===== src/rtl/predictor_pkg.sv =====
// predictor_pkg: default widths and FSM encoding shared by the
// predictor MAC accumulator and its output stage.
package predictor_pkg;

    localparam int PROD_WIDTH_DEF = 96;
    localparam int OUT_WIDTH_DEF  = 64;
    localparam int FRAC_BITS_DEF  = 32;
    localparam int ACC_GUARD_DEF  = 8;

    typedef enum logic [1:0] {
        IDLE  = 2'd0,
        ACCUM = 2'd1,
        HOLD  = 2'd2
    } state_t;

endpackage


===== src/rtl/predictor_acc_sat.sv =====
// predictor_acc_sat: combinational fixed-point shift and width reduction.
// Clamping to the signed output range is compiled in with PRED_ACC_SAT_EN.
module predictor_acc_sat
    import predictor_pkg::*;
#(
    parameter int ACC_WIDTH = PROD_WIDTH_DEF + ACC_GUARD_DEF,
    parameter int OUT_WIDTH = OUT_WIDTH_DEF,
    parameter int FRAC_BITS = FRAC_BITS_DEF
) (
    input  logic signed [ACC_WIDTH-1:0] sum,
    output logic signed [OUT_WIDTH-1:0] res,
    output logic                        sat
);

    logic signed [ACC_WIDTH-1:0] shifted;
    logic signed [OUT_WIDTH-1:0] low;

    assign shifted = sum >>> FRAC_BITS;
    assign low     = shifted[OUT_WIDTH-1:0];

`ifdef PRED_ACC_SAT_EN
    logic signed [ACC_WIDTH-1:0] low_ext;
    logic                        fits;

    // In range exactly when sign-extending the low bits rebuilds the value.
    assign low_ext = {{(ACC_WIDTH-OUT_WIDTH){low[OUT_WIDTH-1]}}, low};
    assign fits    = (low_ext == shifted);

    always_comb begin
        res = low;
        sat = 1'b0;
        if (!fits) begin
            sat = 1'b1;
            if (shifted[ACC_WIDTH-1])
                res = {1'b1, {(OUT_WIDTH-1){1'b0}}};
            else
                res = {1'b0, {(OUT_WIDTH-1){1'b1}}};
        end
    end
`else
    logic unused_hi;

    assign unused_hi = ^shifted[ACC_WIDTH-1:OUT_WIDTH];
    assign res       = low;
    assign sat       = 1'b0;
`endif

endmodule


===== src/rtl/predictor_mac_acc.sv =====
// predictor_mac_acc: dot-product accumulator behind a pipelined multiplier.
// Optional output clamping: define PRED_ACC_SAT_EN.
module predictor_mac_acc
    import predictor_pkg::*;
#(
    parameter int PROD_WIDTH = PROD_WIDTH_DEF,
    parameter int OUT_WIDTH  = OUT_WIDTH_DEF,
    parameter int FRAC_BITS  = FRAC_BITS_DEF,
    parameter int ACC_GUARD  = ACC_GUARD_DEF
) (
    input  logic                         clk,
    input  logic                         reset,
    input  logic                         ce,
    input  logic                         prod_valid,
    input  logic signed [PROD_WIDTH-1:0] prod_data,
    input  logic                         prod_last,
    output logic                         prod_ready,
    output logic                         out_valid,
    output logic signed [OUT_WIDTH-1:0]  out_data,
    input  logic                         out_ready,
    output logic                         sat_flag,
    output logic                         drop_err
);

    localparam int ACC_WIDTH = PROD_WIDTH + ACC_GUARD;

    state_t state;
    state_t state_nx;

    logic signed [ACC_WIDTH-1:0] acc;
    logic signed [ACC_WIDTH-1:0] term;
    logic signed [ACC_WIDTH-1:0] acc_nx;
    logic signed [OUT_WIDTH-1:0] res;
    logic                        res_sat;
    logic                        accept;
    logic                        done;
    logic                        drop;
    logic                        release_ok;

    assign term       = {{ACC_GUARD{prod_data[PROD_WIDTH-1]}}, prod_data};
    assign accept     = ce && prod_valid && (state != HOLD);
    assign done       = accept && prod_last;
    assign drop       = ce && prod_valid && (state == HOLD);
    assign release_ok = (state == HOLD) && out_ready;
    assign prod_ready = (state != HOLD);

    // First term of a vector loads directly, so no clear cycle is needed.
    assign acc_nx = (state == IDLE) ? term : acc + term;

    predictor_acc_sat #(
        .ACC_WIDTH (ACC_WIDTH),
        .OUT_WIDTH (OUT_WIDTH),
        .FRAC_BITS (FRAC_BITS)
    ) u_sat (
        .sum (acc_nx),
        .res (res),
        .sat (res_sat)
    );

    always_comb begin
        state_nx = state;
        unique case (1'b1)
            (state == HOLD): if (out_ready) state_nx = IDLE;
            accept:          state_nx = prod_last ? HOLD : ACCUM;
            default:         state_nx = state;
        endcase
    end

    always_ff @(posedge clk or posedge reset) begin
        if (reset) begin
            state     <= IDLE;
            acc       <= '0;
            out_valid <= 1'b0;
            out_data  <= '0;
            sat_flag  <= 1'b0;
            drop_err  <= 1'b0;
        end else begin
            state <= state_nx;
            if (accept)
                acc <= acc_nx;
            if (done) begin
                out_valid <= 1'b1;
                out_data  <= res;
                sat_flag  <= res_sat;
            end else if (release_ok) begin
                out_valid <= 1'b0;
            end
            if (drop)
                drop_err <= 1'b1;
        end
    end

endmodule


===== config.mk =====
export PLATFORM = sky130hd
export DESIGN_NAME = predictor_mac_acc
export DESIGN_NICKNAME = d
export VERILOG_FILES = /design/src/rtl/predictor_pkg.sv /design/src/rtl/predictor_acc_sat.sv /design/src/rtl/predictor_mac_acc.sv
export SDC_FILE = /design/constraint.sdc
export NUM_CORES = 1
export LEC_CHECK = 0
export CORE_MARGIN = 2
export CORE_UTILIZATION = 58
export CTS_CLUSTER_SIZE = 8
export DETAILED_ROUTE_END_ITERATION = 6
export PLACE_DENSITY = 0.79
export SETUP_SLACK_MARGIN = 0.3
export SLEW_MARGIN = 20
export SYNTH_ARGS = -nofsm -noshare
export SYNTH_HDL_FRONTEND = slang
export SYNTH_HIERARCHICAL = 1
export SYNTH_SLANG_ARGS = --single-unit

===== constraint.sdc =====
create_clock -name clk -period 7.05 [get_ports clk]
set_clock_uncertainty 0.05 [all_clocks]
set_input_delay 1.41 -clock clk [delete_from_list [all_inputs] [get_ports clk]]
set_output_delay 1.41 -clock clk [all_outputs]
set_load 0.01 [all_outputs]

==> out/qor.txt <==
Starting DRT DRC Count = 948
Die X = 158 um
crit end category = flip-flop
most frequent cells in the layout = 209 x nand2_1, 198 x a21oi_1, 169 x clkdlybuf4s50_1, 165 x dfrtp_1, 155 x nor2_1
Core Area = 23300 um^2
data required time of the worst path = 7.31 ns
grt ovf = 0
post-CTS setup buffers = 0
mean area per synthesized cell = 8.25 um^2
Post-Syn Nets = 1856
Slew Limit Headroom = 34.3%
setup violators final = 0
gr usage total = 30.2%
synthesis warning total = 6
Peak supply drop = 0.228 mV
Pwr per Cell Area = 490 nW/um^2
reg2reg setup slack = 2.93 ns
count of input and output buffers = 169
maximum fanout along the worst path = 4
vias in the first global route = 11600
synthesized area = 13700 um^2
Multi-input gate area = 8540 um^2
worst hold path startpoint = drop_err
post-layout min period = 5.22 ns
RSZ-0062 raised after global routing = false
Post-layout nets = 1888
TritonRoute pass-1 iters = 5
routed via count = 12400
WHS Path Cells = 1
vias per std cell = 6.12
# IOs = 170
Critical Path AT = 5.48 ns
Worst Hold Class = reg -> reg
TNS Setup = 0 ns
Hold EP = drop_err
max-cap viol count = 0
fillers = 1930
static leakage = 0.00658 uW
CTS Buf Count = 17
initial antenna violation count = 1
Slew @ Worst Pin = 0.985 ns
sequential cell area = 4130 um^2
period utilisation layout = 74.0%
Total Wirelength = 37.5 mm
Clock Sinks = 165
clock latency on the worst-skew pair = 0.44 ns
die outline height = 158 um
Longest Clk Path Bufs = 2
routed length per instance = 18.6 um
status = completed
Antenna Nets Post-Route = 0
Post-CTS Resized = 0
Fin. Hold Viols = 0
crit path launch type = primary input
Rows = 56
Final HPWL DP = 27.8 mm
# DRC = 0
quantity of hold-fixing buffers added after cts = 0
Worst Reg-to-Reg Cells = 15
Starting Density = 58.6%
Cells after Synth = 1657
Final Max Tran Viols = 0
launching point of the worst reg2reg path = acc[0]
most common cell after layout, fill and taps aside = nand2_1
fraction of layout cells with a size suffix above 1 = 11.3%
largest net degree at the start of global routing = 88
CTS tree = yes
area delta synth->final = 13.6%
WS Path Type = in -> reg
clock transition at the registers of the reported paths = 0.07 ns
Root Driver = clkbuf_16
GP Congestion = 0.968
DIE AREA = 24800 um^2
H-tree depth = 4
first-pass GRT wire length = 59.9 mm
cell area after placement = 15000 um^2
fmax = 192 MHz
Critical R2R Capture = out_data[60]
Design Area, Final = 15500 um^2
Util after Layout = 66.6%
## worst max-delay path: stages
cell and delay [ns]:
clkdlybuf4s50_1 0.49, ha_1 0.23, inv_1 0.07, fa_1 0.40, nor2b_1 0.17, o2111ai_1 0.25
a211oi_1 0.40, o2111ai_1 0.17, nand3b_1 0.26, a31oi_1 0.24, o21ai_1 0.36, a21oi_1 0.23
o21ai_0 0.26, xnor2_1 0.16, o21ai_0 0.10, mux2_2 0.29
## worst max-delay path by stage
stage / start / end / slack [ns] / cells after the start
floorplan: reset / acc[0] / 1.13 / 1
global placement: prod_data[4] / out_data[59] / 1.58 / 14
detailed placement: prod_data[0] / out_data[60] / 1.43 / 16
CTS: prod_data[0] / out_data[60] / 1.85 / 16
global route: prod_data[0] / out_data[40] / 1.50 / 16
finish: prod_data[0] / out_data[60] / 1.83 / 16
## area by class of cell
class                   count  share of cell area, %
well taps                 319                   2.57
multi-input cells        1294                   55.0
flip-flops and latches    165                   26.6
inverters                  34                  0.854
clock inverters            15                  0.927
clock buffers              17                   2.74
repair buffers            177                   11.3
diodes                      1                 0.0161
## flip-flops by register name (all words and copies together), names as in the netlist
signal	cells
drop_err	1
out_data	64
out_valid	1
acc	96
state	2
sat_flag	1
## per-layer routing
layer / wire length [um] / track usage (%) / up-vias / part of all wire, %
met3: 2470 / 3.91 / 63 / 6.6
met2: 16900 / 48.1 / 516 / 45
met4: 821 / 9.05 / 0 / 2.2
met5: 0 / 0 / - / 0
met1: 17300 / 43.1 / 5916 / 46
li1: - / - / 5882 / -
## where the power goes
group | switching, uW | total (uW) | internal, uW
Clock | 443 | 937 | 494
Sequential | 266 | 1690 | 1420
Combinational | 2780 | 4990 | 2200
## stage by stage
| step | total power [uW] | cells | hold slack (ns) | setup WS, ns |
|---|---|---|---|---|
| final | 7610 | 2022 | 0.433 | 1.83 |
| after global routing | 8200 | 2022 | 0.444 | 1.50 |
| after CTS | 7540 | 2021 | 0.435 | 1.85 |
| after detailed placement | 6570 | 1989 | 0.418 | 1.43 |
| after global placement | 6460 | 1989 | 0.398 | 1.58 |
| after floorplan | 5640 | 1657 | 0.400 | 1.13 |
(Power assumes the default switching activity.)
